==> src/rtl/bus_host_link_pkg.sv <==
// bus_host_link_pkg: frame constants, command codes and FSM states shared by the serial host link.
package bus_host_link_pkg;
    localparam int FRAME_W = 12;
    localparam int CMD_FLAG = 8;
    localparam logic [7:0] CMD_WRITE = 8'h01;
    localparam logic [7:0] CMD_READ = 8'h02;

    typedef enum logic [2:0] {IDLE, LOAD, SHIFT, WAITRESP, DONE} state_t;

    // start bit, command flag, byte, two zero stop bits
    function automatic logic [FRAME_W-1:0] frame(input logic cmd, input logic [7:0] b);
        return {1'b1, cmd, b, 2'b00};
    endfunction
endpackage

==> src/rtl/bus_rx_frame.sv <==
// bus_rx_frame: continuous 12-bit frame deserialiser; pulses byte_valid during the second stop bit.
module bus_rx_frame (
    input  logic       clk,
    input  logic       rst,
    input  logic       rx_serial,
    output logic       byte_valid,
    output logic [8:0] data,
    output logic       frame_err
);
    logic [3:0] cnt;
    logic       stop1;

    // cnt 0 hunts for a start bit, 1..9 carry b8..b0, 10..11 the stop bits
    always_ff @(posedge clk or posedge rst) begin
        if (rst) begin
            cnt <= 4'd0;
            data <= 9'd0;
            stop1 <= 1'b0;
        end else begin
            cnt <= cnt == 4'd0 ? {3'd0, rx_serial} : cnt == 4'd11 ? 4'd0 : cnt + 4'd1;
            if (cnt >= 4'd1 && cnt <= 4'd9) data <= {data[7:0], rx_serial};
            if (cnt == 4'd10) stop1 <= rx_serial;
        end
    end

    assign byte_valid = cnt == 4'd11;
    assign frame_err = byte_valid & (stop1 | rx_serial);
endmodule

==> src/rtl/bus_host_link.sv <==
// bus_host_link: turns one register request into a framed serial message and
// matches the serial reply into an ack, read data or error, with a timeout.
module bus_host_link
    import bus_host_link_pkg::*;
#(
    parameter int TIMEOUT = 1023,
    parameter int TOW = 10
) (
    input  logic        clk,
    input  logic        rst,
    input  logic        req_valid,
    output logic        req_ready,
    input  logic        req_write,
    input  logic [15:0] req_addr,
    input  logic [15:0] req_wrdata,
    output logic        resp_valid,
    output logic [15:0] resp_rddata,
    output logic        resp_err,
    output logic        busy,
    output logic        tx_serial,
    input  logic        rx_serial
);
    state_t state, next;
    logic wr_q;
    logic [15:0] addr_q, wd_q, rdbuf;
    logic [59:0] msg, sr;
    logic [5:0] cnt;
    logic [TOW-1:0] tcnt;
    logic [1:0] ridx;
    logic byte_valid, frame_err, fin, fin_ok;
    logic [8:0] rx_byte;

    bus_rx_frame u_rx (
        .clk(clk),
        .rst(rst),
        .rx_serial(rx_serial),
        .byte_valid(byte_valid),
        .data(rx_byte),
        .frame_err(frame_err)
    );

    assign req_ready = state == IDLE && !rst;
    assign busy = state != IDLE;
    assign resp_valid = state == DONE;
    assign msg = wr_q
        ? {frame(1'b0, wd_q[15:8]), frame(1'b0, wd_q[7:0]), frame(1'b0, addr_q[15:8]),
           frame(1'b0, addr_q[7:0]), frame(1'b1, CMD_WRITE)}
        : {frame(1'b0, addr_q[15:8]), frame(1'b0, addr_q[7:0]), frame(1'b1, CMD_READ), 24'd0};

    always_comb begin
        next = state;
        fin = 1'b0;
        fin_ok = 1'b0;
        case (state)
            IDLE: next = req_valid ? LOAD : IDLE;
            LOAD: next = SHIFT;
            SHIFT: next = cnt == 6'd0 ? WAITRESP : SHIFT;
            WAITRESP: begin
                // a completed byte takes priority over an expiring timeout
                if (byte_valid) begin
                    fin = frame_err | wr_q | ridx == 2'd2 | rx_byte[CMD_FLAG];
                    fin_ok = !frame_err & (wr_q | ridx == 2'd2)
                           & (rx_byte == {1'b1, wr_q ? CMD_WRITE : CMD_READ});
                end else fin = tcnt == TOW'(TIMEOUT);
                next = fin ? DONE : WAITRESP;
            end
            DONE: next = IDLE;
            default: next = IDLE;
        endcase
    end

    always_ff @(posedge clk or posedge rst) begin
        if (rst) begin
            state <= IDLE;
            wr_q <= 1'b0;
            addr_q <= 16'd0;
            wd_q <= 16'd0;
            rdbuf <= 16'd0;
            sr <= 60'd0;
            cnt <= 6'd0;
            tcnt <= '0;
            ridx <= 2'd0;
            tx_serial <= 1'b0;
            resp_rddata <= 16'd0;
            resp_err <= 1'b0;
        end else begin
            state <= next;
            case (state)
                IDLE: if (req_valid) begin
                    wr_q <= req_write;
                    addr_q <= req_addr;
                    wd_q <= req_wrdata;
                    tx_serial <= 1'b1;
                end
                // start bit already went out at accept; LOAD emits bit 1
                LOAD: begin
                    sr <= msg << 2;
                    tx_serial <= msg[58];
                    cnt <= wr_q ? 6'd58 : 6'd34;
                    tcnt <= '0;
                    ridx <= 2'd0;
                    rdbuf <= 16'd0;
                end
                SHIFT: begin
                    tx_serial <= cnt != 6'd0 && sr[59];
                    sr <= sr << 1;
                    if (cnt != 6'd0) cnt <= cnt - 6'd1;
                end
                WAITRESP: begin
                    tcnt <= tcnt + TOW'(1);
                    if (byte_valid && !fin) begin
                        rdbuf <= ridx == 2'd0 ? {rx_byte[7:0], rdbuf[7:0]} : {rdbuf[15:8], rx_byte[7:0]};
                        ridx <= ridx + 2'd1;
                    end
                    if (fin) begin
                        resp_rddata <= fin_ok && !wr_q ? rdbuf : 16'd0;
                        resp_err <= !fin_ok;
                    end
                end
                default: ;
            endcase
        end
    end
endmodule

==> config.mk <==
export PLATFORM = sky130hd
export DESIGN_NAME = bus_host_link
export DESIGN_NICKNAME = d
export VERILOG_FILES = /design/src/rtl/bus_host_link_pkg.sv /design/src/rtl/bus_rx_frame.sv /design/src/rtl/bus_host_link.sv
export SDC_FILE = /design/constraint.sdc
export NUM_CORES = 1
export LEC_CHECK = 0
export ABC_AREA = 1
export BUFFER_PORTS_ARGS = -buffer_cell sky130_fd_sc_hd__buf_2
export CAP_MARGIN = 20
export CORE_AREA = 2 2 117 119
export DETAILED_ROUTE_END_ITERATION = 8
export DIE_AREA = 0 0 119 121
export GPL_ROUTABILITY_DRIVEN = 0
export HOLD_SLACK_MARGIN = 0.02
export MAX_ROUTING_LAYER = met4
export PLACE_DENSITY_LB_ADDON = 0.12
export SYNTH_ARGS = -nofsm -noshare
export SYNTH_HDL_FRONTEND = slang
export SYNTH_SLANG_ARGS = --single-unit
==> constraint.sdc <==
create_clock -name clk -period 5.68 [get_ports clk]
set_input_delay 0.284 -clock clk [delete_from_list [all_inputs] [get_ports clk]]
set_output_delay 0.284 -clock clk [all_outputs]
set_load 0.01 [all_outputs]
==> results_dict.tcl <==
set metrics [dict create \
    ys_types 33 \
    grt_max_degree 118 \
    rr_worst_depth 6 \
    initial_utilization 0.541 \
    port_buffers 57 \
    ys_top_cells_by_area "dfrtp_1 56%, nand2_1 12%, o21ai_0 5.5%, inv_1 4.9%, nand3_1 4.4%" \
    dr.pass1.iters 6 \
    syn_area_sq_mm 0.00708 \
    hold_ws_ns 0.0930 \
    drtIter0Drc 372 \
    final-setup-viol-count 0 \
    hold_viol 0 \
    finClkSkew_ns 0.00737 \
    clk_latency_ns 0.42 \
    sw_frac_of_total 0.379 \
    cts-htree-levels 4 \
    avgViaCountPerCell 5.18 \
    internal-power_uw 2790 \
    path_clk_slew_ns 0.06 \
    min_from "req_wrdata[6]" \
    floorplan.die_area_sq_mm 0.0144 \
    clockPowerShare 0.256 \
    tightestPinTransition_ns 0.800 \
    antenna_found_initial 0 \
    cp-end-kind "flip-flop" \
    fp-row-count 42 \
    core_area_sq_mm 0.0131 \
    vias 5438 \
    switchingPower_uw 1700 \
    p_comb_frac 0.351 \
    mostFrequentLayoutCell "nand2_1" \
    antenna_cells 0 \
    nets 906 \
    crit_fanout 38 \
    postLayoutCellArea_sq_mm 0.00813 \
    powerDensity_mw_per_mm2 553 \
    syn_nets 856 \
    critPathArrivalTime_ns 2.91 \
    fp.dieH_um 121 \
    ys_seq_elements 158 \
    r2r-start "state[1]" \
    rsz0062_at_grt "false" \
    peakVddDrop_mv 0.265 \
    postCtsSetupBuffers 0 \
    grt_usage 0.219 \
    cts_tree "built" \
    area_delta_synth_final_pct 14.8 \
    hold_depth 2 \
    grt_pass1_wl_um 24400 \
    cts_made_buffers 17 \
    io_pins 58 \
    finalCritPeriodShare 0.453 \
    die_x_um 119 \
    min_period_ns 2.57 \
    cap_violations 0 \
    syn_inst 811 \
    dpl_cell_area_sq_mm 0.00746 \
    synth.avg_cell_area_sq_um 8.73 \
    status "completed" \
    synth_top_area_cell "dfrtp_1" \
    drc 0 \
    seq_area_frac_synth 0.559 \
    yosys.area.top_type_share 0.559 \
    ff2ff_setup_slack_ns 3.11 \
    cp-start-kind "flip-flop" \
    wirelength_um 14200 \
    regToRegEndpoint "sr[29]" \
    max_freq_mhz 389 \
    grt_overflow_total 0 \
    cts.sinks 158 \
    crit_type "reg2reg" \
    dp_hpwl_um 9440 \
    ant_nets 0 \
    grt_pass1_vias 5157 \
    clock_path_buffers 2 \
    slew_headroom 0.466 \
    drive_gt1_frac 0.148 \
    hold_class "in2reg" \
    yosysWarnings 0 \
    worstHoldEndpoint "wd_q[6]" \
    cts-root-buf "clkbuf_16" \
    final_cell_mix "222 x nand2_1, 158 x dfrtp_1, 91 x inv_1, 78 x o21ai_0, 61 x nand3_1" \
    cp.required_ns 6.02 \
    slew_violations 0 \
    tns_ns 0 \
    sequentialPowerShare 0.393 \
    power_leakage_uw 0.00412 \
    post_cts_resized 0 \
    wire_per_inst_um 13.5 \
]
==> cells in the mapped netlist <==
cell type,count
xor2_1,3
nor2_2,1
buf_2,18
or2_2,2
clkinv_1,1
nor3_1,5
o31ai_4,1
o221ai_1,2
nand2_4,1
buf_1,1
ha_1,8
clkbuf_1,12
nand2_2,6
o32ai_1,1
inv_2,2
nand2_1,222
or2_1,1
mux2_2,17
o21ai_0,78
inv_1,92
nor2_1,49
nand4_2,1
o21a_1,1
nand4_1,3
o22ai_1,18
o211ai_1,14
a21oi_1,23
nand3_2,1
dfrtp_1,158
buf_6,2
nand3_1,62
o21ai_1,2
nor2_4,3
==> kinds of logic (layout without fill, tap and decap cells) <==
group | after synthesis | after routing | synth area share
xor gates and xnor gates | 3 | 3 | 0.00371
adders and majority gates | 8 | 8 | 0.0141
muxes | 17 | 17 | 0.0270
buffers and inverters | 128 | 191 | 0.0732
and+or+nand+nor | 357 | 357 | 0.212
DFF | 158 | 158 | 0.559
AOI/OAI and AO/OA | 140 | 140 | 0.111
==> flip-flops by register name, summed over array words and instances (netlist names) <==
name	cells
state	3
tcnt	10
rdbuf	16
ridx	2
u_rx.cnt	4
u_rx.stop1	1
resp_err	1
u_rx.data	9
tx_serial	1
resp_rddata	16
cnt	6
addr_q	16
sr	56
wr_q	1
wd_q	16
==> worst max-delay path: stages, from the launching register on <==
cell	delay, ns
dfrtp_1	0.44
nor2_1	0.23
nand2_1	0.52
nand2_1	0.61
buf_4	0.43
o22ai_1	0.11
a21oi_1	0.14
==> layout make-up <==
class	count	area, sq um
inverters	95	362
fillers	1130	4960
clock buffers	22	464
multi-input cells	525	2610
well taps	176	220
clock inverters	10	136
flip-flops and latches	158	3950
repair buffers	64	380
==> metal layers <==
layer  up-vias  global-route usage  share of wire
met3        16              0.0418          0.039
met2       114               0.322           0.46
li1       2715                   -              -
met5         -                   -              0
met4         0              0.0737          0.010
met1      2593               0.308           0.50
==> power groups by stage <==
stage / combinational (uW) / sequential [uW] / clock [uW]
6_report: 1580 / 1770 / 1150
5_1_grt: 1820 / 1810 / 1220
4_1_cts: 1540 / 1790 / 1170
3_5_place_dp: 1530 / 1800 / 0
3_3_place_gp: 1480 / 1790 / 0
2_1_floorplan: 1260 / 1720 / 0
==> stage by stage <==
step | cells | total power, uW | utilization | setup slack, ns
2_1_floorplan | 811 | 2970 | - | 1.13
3_3_place_gp | 1015 | 3270 | 0.570 | 2.99
3_5_place_dp | 1015 | 3330 | 0.570 | 2.86
4_1_cts | 1047 | 4500 | 0.616 | 2.87
5_1_grt | 1050 | 4850 | 0.621 | 2.88
6_report | 1050 | 4490 | 0.621 | 3.11
==> worst max-delay path by stage <==
| stage | startpoint | to | slack (ns) | cells after the start |
|---|---|---|---|---|
| floorplan | rst | addr_q[0] | 1.13 | 1 |
| global placement | wr_q | resp_rddata[0] | 2.99 | 6 |
| detailed placement | wr_q | resp_rddata[2] | 2.86 | 6 |
| CTS | wr_q | resp_rddata[7] | 2.87 | 6 |
| global route | state[1] | sr[29] | 2.88 | 6 |
| finish | state[1] | sr[29] | 3.11 | 6 |
==> repair_timing <==
item,in CTS,in global routing
hold endpoints to repair,0,43
endpoints found under the setup margin,0,0
hold buffers,0,1
Note: power is estimated with default switching activity, not from simulation.
